--- src/rtl/ps2_pkg.sv ---
// Shared definitions for the PS/2 receive path: frame geometry, FSM state
// encoding and the odd-parity helper.
package ps2_pkg;

  localparam int PS2_DATA_BITS  = 8;
  localparam int PS2_FRAME_BITS = 11;

  typedef enum logic [1:0] {
    IDLE   = 2'd0,
    DATA   = 2'd1,
    PARITY = 2'd2,
    STOP   = 2'd3
  } ps2_state_e;

  // Odd parity: data bits plus parity bit must XOR to 1.
  function automatic logic odd_parity_ok(input logic [PS2_DATA_BITS-1:0] d,
                                         input logic                     p);
    return ^{d, p};
  endfunction

endpackage

--- src/rtl/ps2_rx_if.sv ---
// Received-key output bundle: byte strobe, byte value and frame-error strobe.
// The receiver drives it through the master modport; the keycode recognizer
// listens through the slave modport.
interface ps2_rx_if;
  import ps2_pkg::*;

  logic                     key_en;
  logic [PS2_DATA_BITS-1:0] key_data;
  logic                     frame_err;

  modport master (output key_en, output key_data, output frame_err);
  modport slave  (input  key_en, input  key_data, input  frame_err);

endinterface

--- src/rtl/ps2_line_filter.sv ---
// Synchronizer for one raw PS/2 line, followed by an optional glitch filter.
// The filter output only follows the synchronized line after FILTER_LEN
// consecutive samples of the opposite value; with BYPASS set the
// synchronized line is passed straight through.
module ps2_line_filter #(
  parameter int SYNC_STAGES = 2,
  parameter int FILTER_LEN  = 8,
  parameter bit BYPASS      = 1'b0
) (
  input  logic clk,
  input  logic reset_n,
  input  logic line_raw,
  output logic line_out
);

  logic [SYNC_STAGES-1:0] sync_q;
  logic                   line_sync;

  // Synchronizer chain; idles high like the PS/2 bus itself.
  always_ff @(posedge clk) begin
    if (!reset_n) sync_q <= '1;
    else          sync_q <= {sync_q[SYNC_STAGES-2:0], line_raw};
  end

  assign line_sync = sync_q[SYNC_STAGES-1];

  generate
    if (BYPASS) begin : g_bypass
      assign line_out = line_sync;
    end else begin : g_filter
      localparam int CW = $clog2(FILTER_LEN + 1);

      logic [CW-1:0] run_q;
      logic          filt_q;

      // Count the run of samples disagreeing with the output; flip on the last one.
      always_ff @(posedge clk) begin
        if (!reset_n) begin
          run_q  <= '0;
          filt_q <= 1'b1;
        end else if (line_sync == filt_q) begin
          run_q  <= '0;
        end else if (run_q == CW'(FILTER_LEN - 1)) begin
          run_q  <= '0;
          filt_q <= line_sync;
        end else begin
          run_q  <= run_q + CW'(1);
        end
      end

      assign line_out = filt_q;
    end
  endgenerate

endmodule

--- src/rtl/ps2_rx.sv ---
// PS/2 device-to-host receiver. Deserializes start/8 data/odd parity/stop
// frames and emits each good byte with a one-cycle key_en strobe; bad or
// truncated frames produce a one-cycle frame_err strobe instead.
// Build option: PS2_RX_PARITY_CHECK_EN enables parity verification; without
// it the parity bit is consumed and ignored.
//
// state  | meaning
// IDLE   | waiting for a start bit (falling clock with data low)
// DATA   | shifting in data bits, LSB first, bit_cnt selects the slot
// PARITY | next fall carries the parity bit
// STOP   | next fall carries the stop bit; byte accepted or frame dropped
module ps2_rx
  import ps2_pkg::*;
#(
  parameter int SYNC_STAGES    = 2,
  parameter int FILTER_LEN     = 8,
  parameter int TIMEOUT_CYCLES = 100000
) (
  input  logic     clk,
  input  logic     reset_n,
  input  logic     ps2_clk,
  input  logic     ps2_data,
  ps2_rx_if.master rx
);

  localparam int TW = $clog2(TIMEOUT_CYCLES + 1);
  localparam int BW = $clog2(PS2_DATA_BITS);

  logic clk_filt, data_sync, clk_prev_q, fall;

  ps2_line_filter #(.SYNC_STAGES(SYNC_STAGES), .FILTER_LEN(FILTER_LEN), .BYPASS(1'b0))
    u_clk_filter (.clk(clk), .reset_n(reset_n), .line_raw(ps2_clk), .line_out(clk_filt));

  ps2_line_filter #(.SYNC_STAGES(SYNC_STAGES), .FILTER_LEN(FILTER_LEN), .BYPASS(1'b1))
    u_data_sync (.clk(clk), .reset_n(reset_n), .line_raw(ps2_data), .line_out(data_sync));

  ps2_state_e               state_q, state_d;
  logic [BW-1:0]            bit_cnt_q, bit_cnt_d;
  logic [PS2_DATA_BITS-1:0] shift_q, shift_d;
  logic [TW-1:0]            tmr_q, tmr_d;
  logic [PS2_DATA_BITS-1:0] key_data_q, key_data_d;
  logic                     key_en_q, key_en_d;
  logic                     frame_err_q, frame_err_d;
  logic                     parity_good;
  logic                     timed_out;

`ifdef PS2_RX_PARITY_CHECK_EN
  logic par_q, par_d;
  assign parity_good = odd_parity_ok(shift_q, par_q);
`else
  assign parity_good = 1'b1;
`endif

  assign fall      = clk_prev_q & ~clk_filt;
  assign timed_out = (state_q != IDLE) && (tmr_q == '0);

  // State, datapath and output strobe registers.
  always_ff @(posedge clk) begin
    if (!reset_n) begin
      clk_prev_q  <= 1'b1;
      state_q     <= IDLE;
      bit_cnt_q   <= '0;
      shift_q     <= '0;
      tmr_q       <= TW'(TIMEOUT_CYCLES);
      key_data_q  <= '0;
      key_en_q    <= 1'b0;
      frame_err_q <= 1'b0;
`ifdef PS2_RX_PARITY_CHECK_EN
      par_q       <= 1'b0;
`endif
    end else begin
      clk_prev_q  <= clk_filt;
      state_q     <= state_d;
      bit_cnt_q   <= bit_cnt_d;
      shift_q     <= shift_d;
      tmr_q       <= tmr_d;
      key_data_q  <= key_data_d;
      key_en_q    <= key_en_d;
      frame_err_q <= frame_err_d;
`ifdef PS2_RX_PARITY_CHECK_EN
      par_q       <= par_d;
`endif
    end
  end

  // Next-state, frame assembly and inactivity timer (down-counter, terminal count 0).
  always_comb begin
    state_d     = state_q;
    bit_cnt_d   = bit_cnt_q;
    shift_d     = shift_q;
    key_data_d  = key_data_q;
    key_en_d    = 1'b0;
    frame_err_d = 1'b0;
`ifdef PS2_RX_PARITY_CHECK_EN
    par_d       = par_q;
`endif

    if (state_q == IDLE || fall) tmr_d = TW'(TIMEOUT_CYCLES);
    else if (tmr_q != '0)        tmr_d = tmr_q - TW'(1);
    else                         tmr_d = tmr_q;

    if (timed_out) begin
      // A stalled frame is abandoned regardless of which bit it stopped on.
      state_d     = IDLE;
      frame_err_d = 1'b1;
    end else if (fall) begin
      unique case (state_q)
        IDLE: begin
          if (!data_sync) begin
            state_d   = DATA;
            bit_cnt_d = '0;
          end
        end
        DATA: begin
          shift_d[bit_cnt_q] = data_sync;
          if (bit_cnt_q == BW'(PS2_DATA_BITS - 1)) state_d = PARITY;
          else                                     bit_cnt_d = bit_cnt_q + BW'(1);
        end
        PARITY: begin
`ifdef PS2_RX_PARITY_CHECK_EN
          par_d   = data_sync;
`endif
          state_d = STOP;
        end
        STOP: begin
          if (data_sync && parity_good) begin
            key_data_d = shift_q;
            key_en_d   = 1'b1;
          end else begin
            frame_err_d = 1'b1;
          end
          state_d = IDLE;
        end
        default: state_d = IDLE;
      endcase
    end
  end

  assign rx.key_en    = key_en_q;
  assign rx.key_data  = key_data_q;
  assign rx.frame_err = frame_err_q;

endmodule

--- src/flat_wrapper.sv ---
// flat-port wrapper written by rule: the top's interface ports become plain ports
module ps2_rx_flat import ps2_pkg::*;
#(
  parameter int SYNC_STAGES    = 2,
  parameter int FILTER_LEN     = 8,
  parameter int TIMEOUT_CYCLES = 100000
)
  (clk, reset_n, ps2_clk, ps2_data, rx_key_en, rx_key_data, rx_frame_err);
  ps2_rx_if rx_i ();
  input  logic clk;
  input  logic reset_n;
  input  logic ps2_clk;
  input  logic ps2_data;
  output wire logic [$bits(rx_i.key_en)-1:0] rx_key_en;
  output wire logic [$bits(rx_i.key_data)-1:0] rx_key_data;
  output wire logic [$bits(rx_i.frame_err)-1:0] rx_frame_err;
  assign rx_key_en = rx_i.key_en;
  assign rx_key_data = rx_i.key_data;
  assign rx_frame_err = rx_i.frame_err;
  ps2_rx #(.SYNC_STAGES(SYNC_STAGES), .FILTER_LEN(FILTER_LEN), .TIMEOUT_CYCLES(TIMEOUT_CYCLES)) u_core (.clk(clk), .reset_n(reset_n), .ps2_clk(ps2_clk), .ps2_data(ps2_data), .rx(rx_i));
endmodule
--- config.mk ---
export PLATFORM = sky130hd
export DESIGN_NAME = ps2_rx_flat
export DESIGN_NICKNAME = d
export VERILOG_FILES = /design/src/rtl/ps2_pkg.sv /design/src/rtl/ps2_rx_if.sv /design/src/rtl/ps2_line_filter.sv /design/src/rtl/ps2_rx.sv /design/src/flat_wrapper.sv
export SDC_FILE = /design/constraint.sdc
export NUM_CORES = 1
export LEC_CHECK = 0
export ABC_AREA = 1
export CORE_MARGIN = 4
export CORE_UTILIZATION = 35
export DETAILED_ROUTE_END_ITERATION = 12
export PLACE_DENSITY_LB_ADDON = 0.1
export SETUP_SLACK_MARGIN = 0.15
export SYNTH_ARGS = -nofsm -noshare
export SYNTH_HDL_FRONTEND = slang
export SYNTH_HIERARCHICAL = 1
export SYNTH_SLANG_ARGS = --single-unit
--- constraint.sdc ---
create_clock -name clk -period 1.5 [get_ports clk]
set_input_delay 0.15 -clock clk [delete_from_list [all_inputs] [get_ports clk]]
set_output_delay 0.15 -clock clk [all_outputs]
set_load 0.02 [all_outputs]
==> results of run 1 <==
[state kept, by name, indices dropped and copies added (netlist names)]
signal                              count
u_core/bit_cnt_q                        3
u_core/rx.key_data                      8
u_core/tmr_q                           17
u_core/u_data_sync/sync_q               2
u_core/u_clk_filter/g_filter.run_q      4
u_core/rx.frame_err                     1
u_core/state_q                          2
u_core/u_clk_filter/sync_q              2
u_core/rx.key_en                        1
u_core/u_clk_filter/line_out            1
u_core/clk_prev_q                       1
u_core/shift_q                          8
[stage by stage]
stage	util (%)	setup WS, ns
after floorplan	-	0.128
after global routing	52.7	-0.0182
after detailed placement	45.5	0.00441
after global placement	45.5	0.0319
after CTS	50.6	0.0770
final	52.7	0.0787
[where the power goes]
group	switching, mW	internal (mW)
Combinational	0.0268	0.0187
Clock	0.451	0.372
Sequential	0.00293	1.32
Total	0.481	1.71
[area by class of cell]
class                      instances  area (um^2)  area share (%)
inverter                          42          158            4.66
multi-input combinational        223         1440            42.4
sequential                        50         1030            30.5
clock buffer                       6         82.6            2.44
tap                               77         96.3            2.85
timing repair buffer              68          568            16.8
clock inverter                     2         12.5           0.370
[cells by family (layout without fill, tap and decap cells)]
logic type                 Yosys count  in the layout  share of synthesized area [%]
xor gates and xnor gates             7              7                           2.61
DFF                                 50             50                           42.6
and+or+nand+nor                    178            179                           35.9
buffers and inverters               48            118                           8.19
adders and majority gates            8              8                           4.26
AOI/OAI and AO/OA                   29             29                           6.54
[worst min-delay path, cell delays in order]
cell	delay (ns)
clkdlybuf4s50_1	0.39
inv_1	0.05
nand2_1	0.04
[cells in the mapped netlist (all sizes together)]
library cell / instances / share of area, %
o21ai: 6 / 1.3
nand3: 30 / 6.8
xor2: 3 / 1.1
buf: 5 / 1.3
dfxtp: 50 / 43
clkinv: 1 / 0.16
or2: 4 / 1.1
ha: 8 / 4.3
nand4: 14 / 4.4
a21oi: 21 / 4.6
and3: 1 / 0.27
nand2: 71 / 12
clkbuf: 1 / 0.16
o211ai: 1 / 0.32
inv: 41 / 6.5
xnor2: 4 / 1.5
nand3b: 1 / 0.32
nor3: 14 / 3.2
o21bai: 1 / 0.32
nor2: 43 / 8.2
[layer usage]
metal	track usage, %	vias to the layer above	wire length (um)
met2	22.0	19	2470
met4	4.21	0	67
met1	19.6	997	2870
met5	0	-	0
li1	-	1178	-
met3	2.59	6	132
[placed cells by master (no fill, tap or decap), types with 2 or more instances in the layout]
| master | count |
|---|---|
| buf_6 | 10 |
| ha_4 | 5 |
| inv_2 | 8 |
| clkbuf_8 | 6 |
| a21oi_2 | 7 |
| nand2_2 | 4 |
| clkdlybuf4s50_1 | 3 |
| nand3_1 | 22 |
| xnor2_1 | 3 |
| nand3_4 | 2 |
| dfxtp_2 | 12 |
| dfxtp_4 | 4 |
| or2_2 | 2 |
| xor2_1 | 3 |
| ha_1 | 3 |
| nand2_1 | 62 |
| nor2_4 | 8 |
| nand4_1 | 13 |
| nand2_4 | 5 |
| a21oi_1 | 14 |
| dlygate4sd2_1 | 10 |
| o21ai_2 | 2 |
| dfxtp_1 | 34 |
| nand3_2 | 6 |
| buf_4 | 45 |
| inv_1 | 33 |
| nor3_4 | 2 |
| o21ai_1 | 2 |
| nor2_1 | 30 |
| nor3_1 | 12 |
| nor2_2 | 4 |
| o21ai_0 | 2 |
[worst paths after layout]
check | to | cells after the start
hold / removal | u_core/u_data_sync/sync_q[0] | 3
setup reg to reg | u_core/bit_cnt_q[1] | 8
setup / recovery | u_core/bit_cnt_q[1] | 8
hold reg to reg | u_core/u_data_sync/sync_q[1] | 2
[repair_timing]
action | in CTS | in global routing
buffers inserted | 12 | 2
gates resized for setup | 49 | 35
endpoints found under the hold margin | 0 | 0
cloned | 2 | 0
endpoints found under the setup margin | 47 | 40
pin swaps | 21 | 14
==> results.toml, run 1 <==
[yosys]
netlist_area_um2 = 2350
ys_warn_count = 6
synthDistinctLibCells = 30
syn_inst = 320
yosysSeqAreaShare_pct = 42.6
ys_ff_latch = 50
synth_fp_nets = 332
synth_area_per_cell_um2 = 7.35

[floorplan]
start_util_pct = 36.6
die-area_um2 = 8100
ios = 14
placementRows = 29
die_h_um = 90.0
core_um2 = 6420
die_x_um = 90.0

[setup_path]
critical_path_arrival_ns = 1.66
crit_path_top_delay_cell = "dfxtp_2"
endpoint_kind = "flip-flop"
cp_max_fo = 6
cp.required_ns = 1.74
cpPeakStageDelay_ns = 0.35
path_buf_inv = 0
crit_family = "simple AND/OR/NAND/NOR gates"
crit_type = "flip-flop to flip-flop"
r2r_setup_slack_ns = 0.08
path_cells = "ha_4 -> ha_4 -> or2_4 -> a21oi_2 -> nand2_2 -> nand2_1 -> nand2_1 -> nor2_1"
start_kind = "flip-flop"
critPathLaunch = "u_core/bit_cnt_q[0]"
timing.rr.start = "u_core/bit_cnt_q[0]"

[sta]
tns_ns = 0
worstMarginPinSlew_ns = 0.339
hold_slack_ns = 0.367
finalSetupViolations = 0
rsz0062_at_grt = "yes"
fin_worst_skew_ns = 0.00468
fin_crit_sh_pct = 94.8
final-hold-violation-count = 0
post-route-min-period_ns = 1.42
fmax_mhz = 704
drv_slew = 0
relSlewSlack_pct = 77.2

[clock_network]
cts_sinks = 50
cts_hold_buf = 0
cts-root-buf = "clkbuf_8"
cts.path.max_buffers = 2
cts_tree = "yes"
cts-buffers-inserted = 5
clk_pin_slew_ns = 0.09
htreeDepth = 2
clk_latency_ns = 0.30

[flow_run]
maxCapViolCount = 0

[drt]
drt_wl_total_mm = 5.54
wl_per_cell_um = 11.8
drt-initial-drc-count = 68
postRouteAntennaNets = 0
drc = 0
firstDrtPassIters = 4
vias = 2200
vias_per_cell = 4.70

[finish]
finalNonFillerCells = 468
syn_to_final_growth_pct = 43.9
antenna_cells = 0
fillCellCount = 632
fin_area_um2 = 3380
fin_nets = 402
drive_gt1_share_pct = 35.8

[placement]
io_buffers = 13
post-dp-hpwl_mm = 3.80
place_area_um2 = 2930
dp_cells = 444
gp_congestion = 0.737

[pwr]
leakage_nw = 1.49
p_total_mw = 2.20
pwr_density_cell_nw_per_um2 = 649
peakVddDrop_uv = 394

[grt]
grt_max_degree = 18
antenna_found_initial = 0
grt_pass1_wl_mm = 9.45
grt_pass1_vias = 2061
globalRouteOverflowTotal = 0
grt_use_total_pct = 14.0

[worst_hold_path]
hold_path_class = "primary input to flip-flop"
min_from = "ps2_data"

[status]
status = "finished clean"
(Power assumes the default switching activity.)
==> inputs of run 2 (changes only) <==
--- a/config.mk
+++ b/config.mk
@@ -8,6 +8,7 @@
 export ABC_AREA = 1
 export CORE_MARGIN = 4
 export CORE_UTILIZATION = 35
+export CTS_CLUSTER_SIZE = 10
 export DETAILED_ROUTE_END_ITERATION = 12
 export PLACE_DENSITY_LB_ADDON = 0.1
 export SETUP_SLACK_MARGIN = 0.15
==> results of run 2 <==
Same layout as run 1: the final DEF is identical, and so are final timing and power.
==> inputs of run 3 (changes only) <==
--- a/config.mk
+++ b/config.mk
@@ -6,7 +6,7 @@
 export NUM_CORES = 1
 export LEC_CHECK = 0
 export ABC_AREA = 1
-export CORE_MARGIN = 4
+export CAP_MARGIN = 30
 export CORE_UTILIZATION = 35
 export CTS_CLUSTER_SIZE = 10
 export DETAILED_ROUTE_END_ITERATION = 12
==> results.toml, run 3 (synthesis results as in run 1) <==
[sta]
tns_ns = 0
relSlewSlack_pct = 74.8
rsz0062_at_grt = "yes"
post-route-min-period_ns = 1.43
worstMarginPinSlew_ns = 0.375
drv_slew = 0
fin_crit_sh_pct = 95.6
fmax_mhz = 697
fin_worst_skew_ns = 0.0102
finalSetupViolations = 0
final-hold-violation-count = 0
hold_slack_ns = 0.363

[finish]
layout_commonest_cell = "nand2_1"
fillCellCount = 575
antenna_cells = 0
largest_reg_flops = 17
fin_nets = 401
largest-register = "u_core/tmr_q"
multi_input_area_um2 = 1560
drive_gt1_share_pct = 38.5
syn_to_final_growth_pct = 49.1
seqCellArea_um2 = 1030
final_cell_mix = "nand2_1 (55), buf_4 (42), dfxtp_1 (36)"
final_util_pct = 54.6

[drt]
postRouteAntennaNets = 0
drt-initial-drc-count = 106
drc = 3
drt_wl_total_mm = 5.49
vias = 2234
firstDrtPassIters = 8
wl_per_cell_um = 11.7
vias_per_cell = 4.78

[floorplan]
placementRows = 29
start_util_pct = 36.6
die_x_um = 84.0
ios = 14
die-area_um2 = 7050
die_h_um = 84.0
core_um2 = 6420

[placement]
gp_congestion = 0.754
io_buffers = 13
post-dp-hpwl_mm = 3.62

[pwr]
leakage_nw = 1.46
pwr_density_cell_nw_per_um2 = 619
peakVddDrop_uv = 527

[grt]
gr-usage-met3_pct = 3.56
grt_pass1_wl_mm = 9.16
met1_usage_pct = 21.6
grt_pass1_vias = 2079
grt_use_total_pct = 16.1
grt_max_degree = 18
grtUsageMet2_pct = 25.9
grt_busiest_layer = "met2"
globalRouteOverflowTotal = 0
antenna_found_initial = 0

[setup_path]
cpPeakStageDelay_ns = 0.34
critical_path_arrival_ns = 1.66
crit_path_top_delay_cell = "dfxtp_1"
path_buf_inv = 1
crit_type = "flip-flop to flip-flop"
r2r_setup_slack_ns = 0.07
cp.required_ns = 1.73
path_cells = "nor2_1 -> nand2_1 -> nor2_4 -> buf_6 -> nand3_2 -> nand2_4 -> nor2_1 -> nand2_1 -> nand2_1 -> nor2_1"
start_kind = "flip-flop"
crit_family = "simple AND/OR/NAND/NOR gates"
endpoint_kind = "flip-flop"
cp_max_fo = 4

[worst_hold_path]
hold_path_class = "primary input to flip-flop"

[status]
status = "finished, violations left"
failed_checks = "DRC"

[clock_network]
clk_pin_slew_ns = 0.09
htreeDepth = 2
cts_sinks = 50
cts_hold_buf = 0
cts-buffers-inserted = 5
cts.path.max_buffers = 2
clk_latency_ns = 0.30
cts-root-buf = "clkbuf_8"
cts_tree = "yes"

[flow_run]
maxCapViolCount = 0
[run 3: tightest hold or removal path: stages]
cell,delay (ns)
clkdlybuf4s50_1,0.39
inv_1,0.05
nand2_1,0.04
[run 3: final timing paths]
check | cells past startpoint | end | startpoint
min reg2reg | 2 | u_core/u_data_sync/sync_q[1] | u_core/u_data_sync/sync_q[0]
max reg2reg | 10 | u_core/tmr_q[13] | u_core/tmr_q[14]
max | 10 | u_core/tmr_q[13] | u_core/tmr_q[14]
min | 3 | u_core/u_data_sync/sync_q[0] | ps2_data
[run 3: routing by layer]
| metal | vias to the layer above | wire [um] |
|---|---|---|
| met5 | - | 0 |
| met3 | 6 | 174 |
| met1 | 1012 | 2710 |
| li1 | 1174 | - |
| met4 | 0 | 63 |
| met2 | 42 | 2540 |
[run 3: power breakdown]
group	internal (mW)	total (mW)	switching, mW
registers	1.33	1.33	0.00328
logic	0.0192	0.0491	0.0299
clock network	0.330	0.791	0.461
total	1.68	2.17	0.494
[run 3: timing repair]
action / 4_1_cts / 5_1_grt
pin swaps: 22 / 13
endpoints found under the setup margin: 47 / 38
gates resized for setup: 54 / 50
cloned: 2 / 0
buffers inserted: 11 / 7
[run 3: metrics by stage]
stage               setup WS (ns)  cell area, um^2  std cells  total power, mW
global placement         -0.00410             2900        439             1.41
detailed placement      -0.000894             2900        439             1.41
floorplan                   0.128             2440        320             1.39
global route              -0.0550             3510        467             2.25
CTS                        0.0643             3220        460             2.20
finish                     0.0657             3510        467             2.17
[run 3: layout make-up]
| class | count | area share [%] |
|---|---|---|
| Clock buffer | 6 | 2.07 |
| Sequential cell | 50 | 29.3 |
| Multi-Input combinational cell | 224 | 44.6 |
| Clock inverter | 2 | 0.392 |
| Inverter | 42 | 4.57 |
| Tap cell | 77 | 2.75 |
| Timing Repair Buffer | 66 | 16.4 |
